==> src/rtl/imem_loader_pkg.sv <==
// imem_loader_pkg: shared types and defaults for the boot-time
// instruction memory loader.
package imem_loader_pkg;

  typedef enum logic [2:0] {
    ST_LEN_LO,
    ST_LEN_HI,
    ST_DATA,
    ST_CSUM,
    ST_DONE,
    ST_ERR
  } state_e;

  localparam int          DEF_MEM_BYTES = 256;
  localparam logic [31:0] DEF_BASE_ADDR = 32'h0;
  localparam int          HDR_LEN       = 2;

  function automatic logic len_too_big(
    input logic [15:0] len,
    input logic [31:0] lim
  );
    return {16'h0, len} > lim;
  endfunction

endpackage

==> src/rtl/imem_loader_csum.sv <==
// imem_loader_csum: 8-bit modulo-256 payload accumulator with
// synchronous clear and a checksum-closes-to-zero test.
module imem_loader_csum (
  input  logic       clk,
  input  logic       rst_n,
  input  logic       clr_i,
  input  logic       add_i,
  input  logic [7:0] data_i,
  input  logic [7:0] chk_i,
  output logic       ok_o
);

  logic [7:0] sum_q;
  logic [7:0] sum_d;
  logic [7:0] tot;

  always_comb begin
    sum_d = sum_q;
    if (clr_i) begin
      sum_d = 8'h00;
    end else if (add_i) begin
      sum_d = sum_q + data_i;
    end
  end

  always_ff @(posedge clk or negedge rst_n) begin
    if (!rst_n) begin
      sum_q <= 8'h00;
    end else begin
      sum_q <= sum_d;
    end
  end

  assign tot  = sum_q + chk_i;
  assign ok_o = (tot == 8'h00);

endmodule

==> src/rtl/imem_loader.sv <==
// imem_loader: receives a length-prefixed, checksummed byte frame
// and writes it into instruction memory while holding the CPU.
module imem_loader
  import imem_loader_pkg::*;
#(
  parameter int          MEM_BYTES = DEF_MEM_BYTES,
  parameter logic [31:0] BASE_ADDR = DEF_BASE_ADDR
) (
  input  logic        clk,
  input  logic        rst_n,
  input  logic        start,
  input  logic        in_valid,
  input  logic [7:0]  in_data,
  output logic        in_ready,
  output logic        mem_we,
  output logic [31:0] mem_addr,
  output logic [7:0]  mem_wdata,
  output logic        cpu_hold,
  output logic        done,
  output logic        error
);

  localparam logic [31:0] MEM_LIM = 32'(MEM_BYTES);

  state_e      state_q, state_d;
  logic [15:0] len_q, len_d;
  logic [15:0] cnt_q, cnt_d;
  logic        we_q, we_d;
  logic [31:0] addr_q, addr_d;
  logic [7:0]  wdata_q, wdata_d;

  logic        acc;
  logic        sum_clr;
  logic        sum_add;
  logic        sum_ok;
  logic [15:0] len_full;

  assign in_ready = (state_q == ST_LEN_LO) ||
                    (state_q == ST_LEN_HI) ||
                    (state_q == ST_DATA)   ||
                    (state_q == ST_CSUM);
  assign acc      = in_valid && in_ready;
  assign len_full = {in_data, len_q[7:0]};

  imem_loader_csum u_csum (
    .clk    (clk),
    .rst_n  (rst_n),
    .clr_i  (sum_clr),
    .add_i  (sum_add),
    .data_i (in_data),
    .chk_i  (in_data),
    .ok_o   (sum_ok)
  );

  always_comb begin
    state_d = state_q;
    len_d   = len_q;
    cnt_d   = cnt_q;
    we_d    = 1'b0;
    addr_d  = addr_q;
    wdata_d = wdata_q;
    sum_clr = 1'b0;
    sum_add = 1'b0;
    unique case (state_q)
      ST_LEN_LO: begin
        if (acc) begin
          len_d[7:0] = in_data;
          state_d    = ST_LEN_HI;
        end
      end
      ST_LEN_HI: begin
        if (acc) begin
          len_d = len_full;
          if (len_too_big(len_full, MEM_LIM)) begin
            state_d = ST_ERR;
          end else if (len_full == 16'h0) begin
            state_d = ST_CSUM;
          end else begin
            state_d = ST_DATA;
          end
        end
      end
      ST_DATA: begin
        if (acc) begin
          we_d    = 1'b1;
          addr_d  = BASE_ADDR + {16'h0, cnt_q};
          wdata_d = in_data;
          sum_add = 1'b1;
          cnt_d   = cnt_q + 16'd1;
          if (cnt_q == len_q - 16'd1) begin
            state_d = ST_CSUM;
          end
        end
      end
      ST_CSUM: begin
        if (acc) begin
          state_d = sum_ok ? ST_DONE : ST_ERR;
        end
      end
      ST_DONE, ST_ERR: begin
        if (start) begin
          state_d = ST_LEN_LO;
          cnt_d   = 16'h0;
          len_d   = 16'h0;
          sum_clr = 1'b1;
        end
      end
      default: begin
        state_d = ST_LEN_LO;
      end
    endcase
  end

  always_ff @(posedge clk or negedge rst_n) begin
    if (!rst_n) begin
      state_q <= ST_LEN_LO;
      len_q   <= 16'h0;
      cnt_q   <= 16'h0;
      we_q    <= 1'b0;
      addr_q  <= 32'h0;
      wdata_q <= 8'h00;
    end else begin
      state_q <= state_d;
      len_q   <= len_d;
      cnt_q   <= cnt_d;
      we_q    <= we_d;
      addr_q  <= addr_d;
      wdata_q <= wdata_d;
    end
  end

  assign mem_we    = we_q;
  assign mem_addr  = addr_q;
  assign mem_wdata = wdata_q;
  assign cpu_hold  = (state_q != ST_DONE);
  assign done      = (state_q == ST_DONE);
  assign error     = (state_q == ST_ERR);

endmodule

==> config.mk <==
export PLATFORM = sky130hd
export DESIGN_NAME = imem_loader
export DESIGN_NICKNAME = d
export VERILOG_FILES = /design/src/rtl/imem_loader_pkg.sv /design/src/rtl/imem_loader_csum.sv /design/src/rtl/imem_loader.sv
export SDC_FILE = /design/constraint.sdc
export NUM_CORES = 1
export LEC_CHECK = 0
export BUFFER_PORTS_ARGS = -buffer_cell sky130_fd_sc_hd__buf_2
export CELL_PAD_IN_SITES_DETAIL_PLACEMENT = 0
export CELL_PAD_IN_SITES_GLOBAL_PLACEMENT = 1
export CORE_ASPECT_RATIO = 1.4
export CORE_MARGIN = 3
export CORE_UTILIZATION = 42
export CTS_CLUSTER_DIAMETER = 60
export DETAILED_ROUTE_END_ITERATION = 16
export PLACE_DENSITY = 0.84
export SETUP_SLACK_MARGIN = 0.15
export SLEW_MARGIN = 20
export SYNTH_ARGS = -nofsm -noshare
export SYNTH_HDL_FRONTEND = slang
export SYNTH_SLANG_ARGS = --single-unit
==> constraint.sdc <==
create_clock -name clk -period 3.7 [get_ports clk]
set_clock_uncertainty 0.1 [all_clocks]
set_input_delay 0.74 -clock clk [delete_from_list [all_inputs] [get_ports clk]]
set_output_delay 0.74 -clock clk [all_outputs]
set_load 0.05 [all_outputs]
==> impl_results.md <==
* Post-CTS resize count at 0
* Most frequent cells in the layout: 113 x nand2_1, 68 x dfrtp_1, 40 x buf_2, 28 x nand3_1, 27 x nor2_1
* Crit path max-delay family: simple AND/OR/NAND/NOR gates
* Postcts setup bufs at 0
* Critical Path Sink Type: register
* Critical Path AT at between 3 and 4 ns
* Vias in the first global route at 3193
* Status: finished, final reports clean
* CP Launch Type: register
* WS Path Type: register to register
* Synth area leaders: dfrtp_1 44%, nand2_1 11%, xor2_1 4.5%
* Core Rows at 40
* Leakage power at 2.28 nW
* Max incr delay on CP at approximately 0.53 ns
* Hold Path Origin: mem_addr[6]
* Post-synthesis cell type count at 57
* Final period util at between 70% and 80%
* Ys Warns at 0
* Largest net degree at the start of global routing at between 60 and 70
* Setup WS pre-CTS at between 0.5 and 0.6 ns
* Setup violators final at 0
* Ratio of cells with drive above 1 in the final layout at roughly 15%
* Dominant cell type by area after synthesis: dfrtp_1
* CTS tree: yes
* HPWL Detailed at approximately 6500 µm
* Root buffer cell: clkbuf_16
* Slew HR at between 40% and 50%
* Area grow syn2layout at 13.5%
* Setup_tns at 0 ns
* Max Root-Sink Buffers at 2
* Design area at 4420 µm²
* Crit path from: len_q[6]
* WP buf/inv at 0
* Placed cell area at 4110 µm²
* Ports at 57
* Die area at 10500 µm²
* Post-synth EDFFs at 0
* CTS Hold Bufs at 0
* DRT Pass-1 Iters at 4
* HP Class: register to register
* Crit-path slowest cell: or4_1
* Gr usage total at 19.0%
* Max-Cap Viols at 0
* Cell repeated most along the worst path: nor4_4
* DRC at 0
* Vias post-DR at around 3200
* Sw Ratio at between 30% and 40%
* Combinational share of power at roughly a third
* Worst skew pair latency at ~0.34 ns
* Final GP Congestion at 0.830
* Layout Nets at 500
* Htree depth at 3
* Cell count after synthesis at approximately 440
* Worst Tran Pin Value at between 0.8 and 0.9 ns
* Initial DRC count at 210
* Fmax at about 0.34 GHz
* Pwr per Cell Area at ~640 nW/µm²
* Peak supply drop at 0.307 mV
* Main synth FF type: dfrtp_1
* Synthesized area at a little under 4000 µm²
* Post-synth ARST share at 100%
* Internal Power at between 1.5 and 2 mW
* Worst Slack Setup Final at a little under 0.8 ns
* Post-DRT Antenna Nets at 0
* Routed WL at between 9000 and 10000 µm
* CTS Sinks at ~70
* Max-slew violations at 0
* CTS Buf Count at 9
* Sequential Power Share at about a third
* Final Hold Vio Count at 0
* Synth top area share at between 40% and 50%
* Cell chain of the critical path: nor4_4 > nand2_2 > or4_1 > a221o_1 > nor4_4 > a21oi_2 > o211a_1
* I/O Buffers at 40
* Sequential share of the synthesized area at 43.7%
* Die Ht at 120 µm
* # diodes at 0
* CORE AREA at just under 9000 µm²
* Switching Power at approximately 1.1 mW
* Initial antenna violation count at 0
* CP max FO at 6
* CP required at 3.82 ns
* Aggregate global routing overflow at 0
* Die width at 87.4 µm
* Clk slew on worst S/H paths at 0.06 ns
* First-pass GRT wire length at 15500 µm
* Vias per cell at around 5.4
* RR Startpoint: len_q[6]
* FF+latch count, synth at 68
* Clock share of power at about a third
* RSZ-0062 raised after global routing: no
* Wire per inst at 15.6 µm
* Final min period at around 2.9 ns
* Most common cell after layout, fill and taps aside: nand2_1
* Starting density of the core at between 40% and 50%
* Syn Area/Cell at 8.79 µm²
-- through the flow --
step	std cells	power (mW)	hold slack [ns]	utilization [%]
after floorplan	458	1.75	0.344	-
final	587	2.84	0.366	50.2
after CTS	587	2.85	0.372	50.2
after global routing	587	3.02	0.388	50.2
after detailed placement	571	1.96	0.357	46.6
after global placement	571	1.93	0.352	46.6
-- cell families (layout without fill, tap and decap cells) --
logic type	count (synthesis)	in the layout	share of synthesized area, %
AO/OA/AOI/OAI	62	62	11.5
adder cells (fa/ha/maj)	11	11	3.73
AND/OR/NAND/NOR	217	217	26.5
flip-flops	68	68	43.7
XOR/XNOR	35	35	7.88
other	1	16	0.0963
buffers and inverters	49	73	6.52
-- final cells by class --
type / count / area [µm²]
clock buffers: 10 / 239
fillers: 857 / 4390
clock inverters: 6 / 73.8
well taps: 105 / 131
repair buffers: 44 / 230
flip-flops and latches: 68 / 1700
multi-input cells: 341 / 1990
inverters: 13 / 48.8
-- final timing paths --
path / to / slack [ns] / depth (start not counted)
min in group asynchronous: mem_addr[11] / 0.50 / 2
worst max register to register: state_q[0] / 0.77 / 7
worst max-delay path: state_q[0] / 0.77 / 7
max in group asynchronous: len_q[1] / 2.43 / 2
worst min register to register: mem_addr[6] / 0.37 / 2
worst min-delay path: mem_addr[6] / 0.37 / 2
-- tightest hold or removal path: stages (launching register included) --
cell     delay [ns]
dfrtp_1        0.34
nand2_1        0.05
nand2_1        0.05
-- state kept, by name (all words and copies together), names as in the netlist --
signal and count:
cnt_q 16, len_q 16, mem_addr 16, mem_wdata 8, mem_we 1, state_q 3
u_csum.sum_q 8
-- layer usage --
| layer | vias to the layer above | global-route usage, % | share of wire (%) |
|---|---|---|---|
| met2 | 76 | 31.6 | 51 |
| met5 | - | 0 | 0 |
| met4 | 0 | 9.31 | 2.8 |
| li1 | 1560 | - | - |
| met1 | 1500 | 23.4 | 42 |
| met3 | 15 | 3.30 | 3.8 |
-- synth_stat cells, drive strengths merged, types with 3 or more instances --
library cell and instances:
xnor2 15, nor4 7, nor2 27, a21o 5
or3 4, or4 5, nand4 7, o2111ai 4
xor2 20, dfrtp 68, a21oi 11, buf 18
a22o 8, a221o 3, o21ai 14, a31oi 3
clkbuf 18, ha 10, nand2 114, nand3 28
and3 6, nor3b 3, inv 13, o31ai 3
nor4b 4, nor3 6
-- power groups by stage --
| stage | clock network (mW) | logic (mW) | registers (mW) |
|---|---|---|---|
| after global routing | 0.938 | 1.11 | 0.975 |
| after global placement | 0 | 0.964 | 0.963 |
| after floorplan | 0 | 0.844 | 0.909 |
| after CTS | 0.904 | 0.994 | 0.956 |
| final | 0.890 | 0.990 | 0.959 |
| after detailed placement | 0 | 0.987 | 0.968 |
No activity file was read; power rests on OpenSTA's default activity.
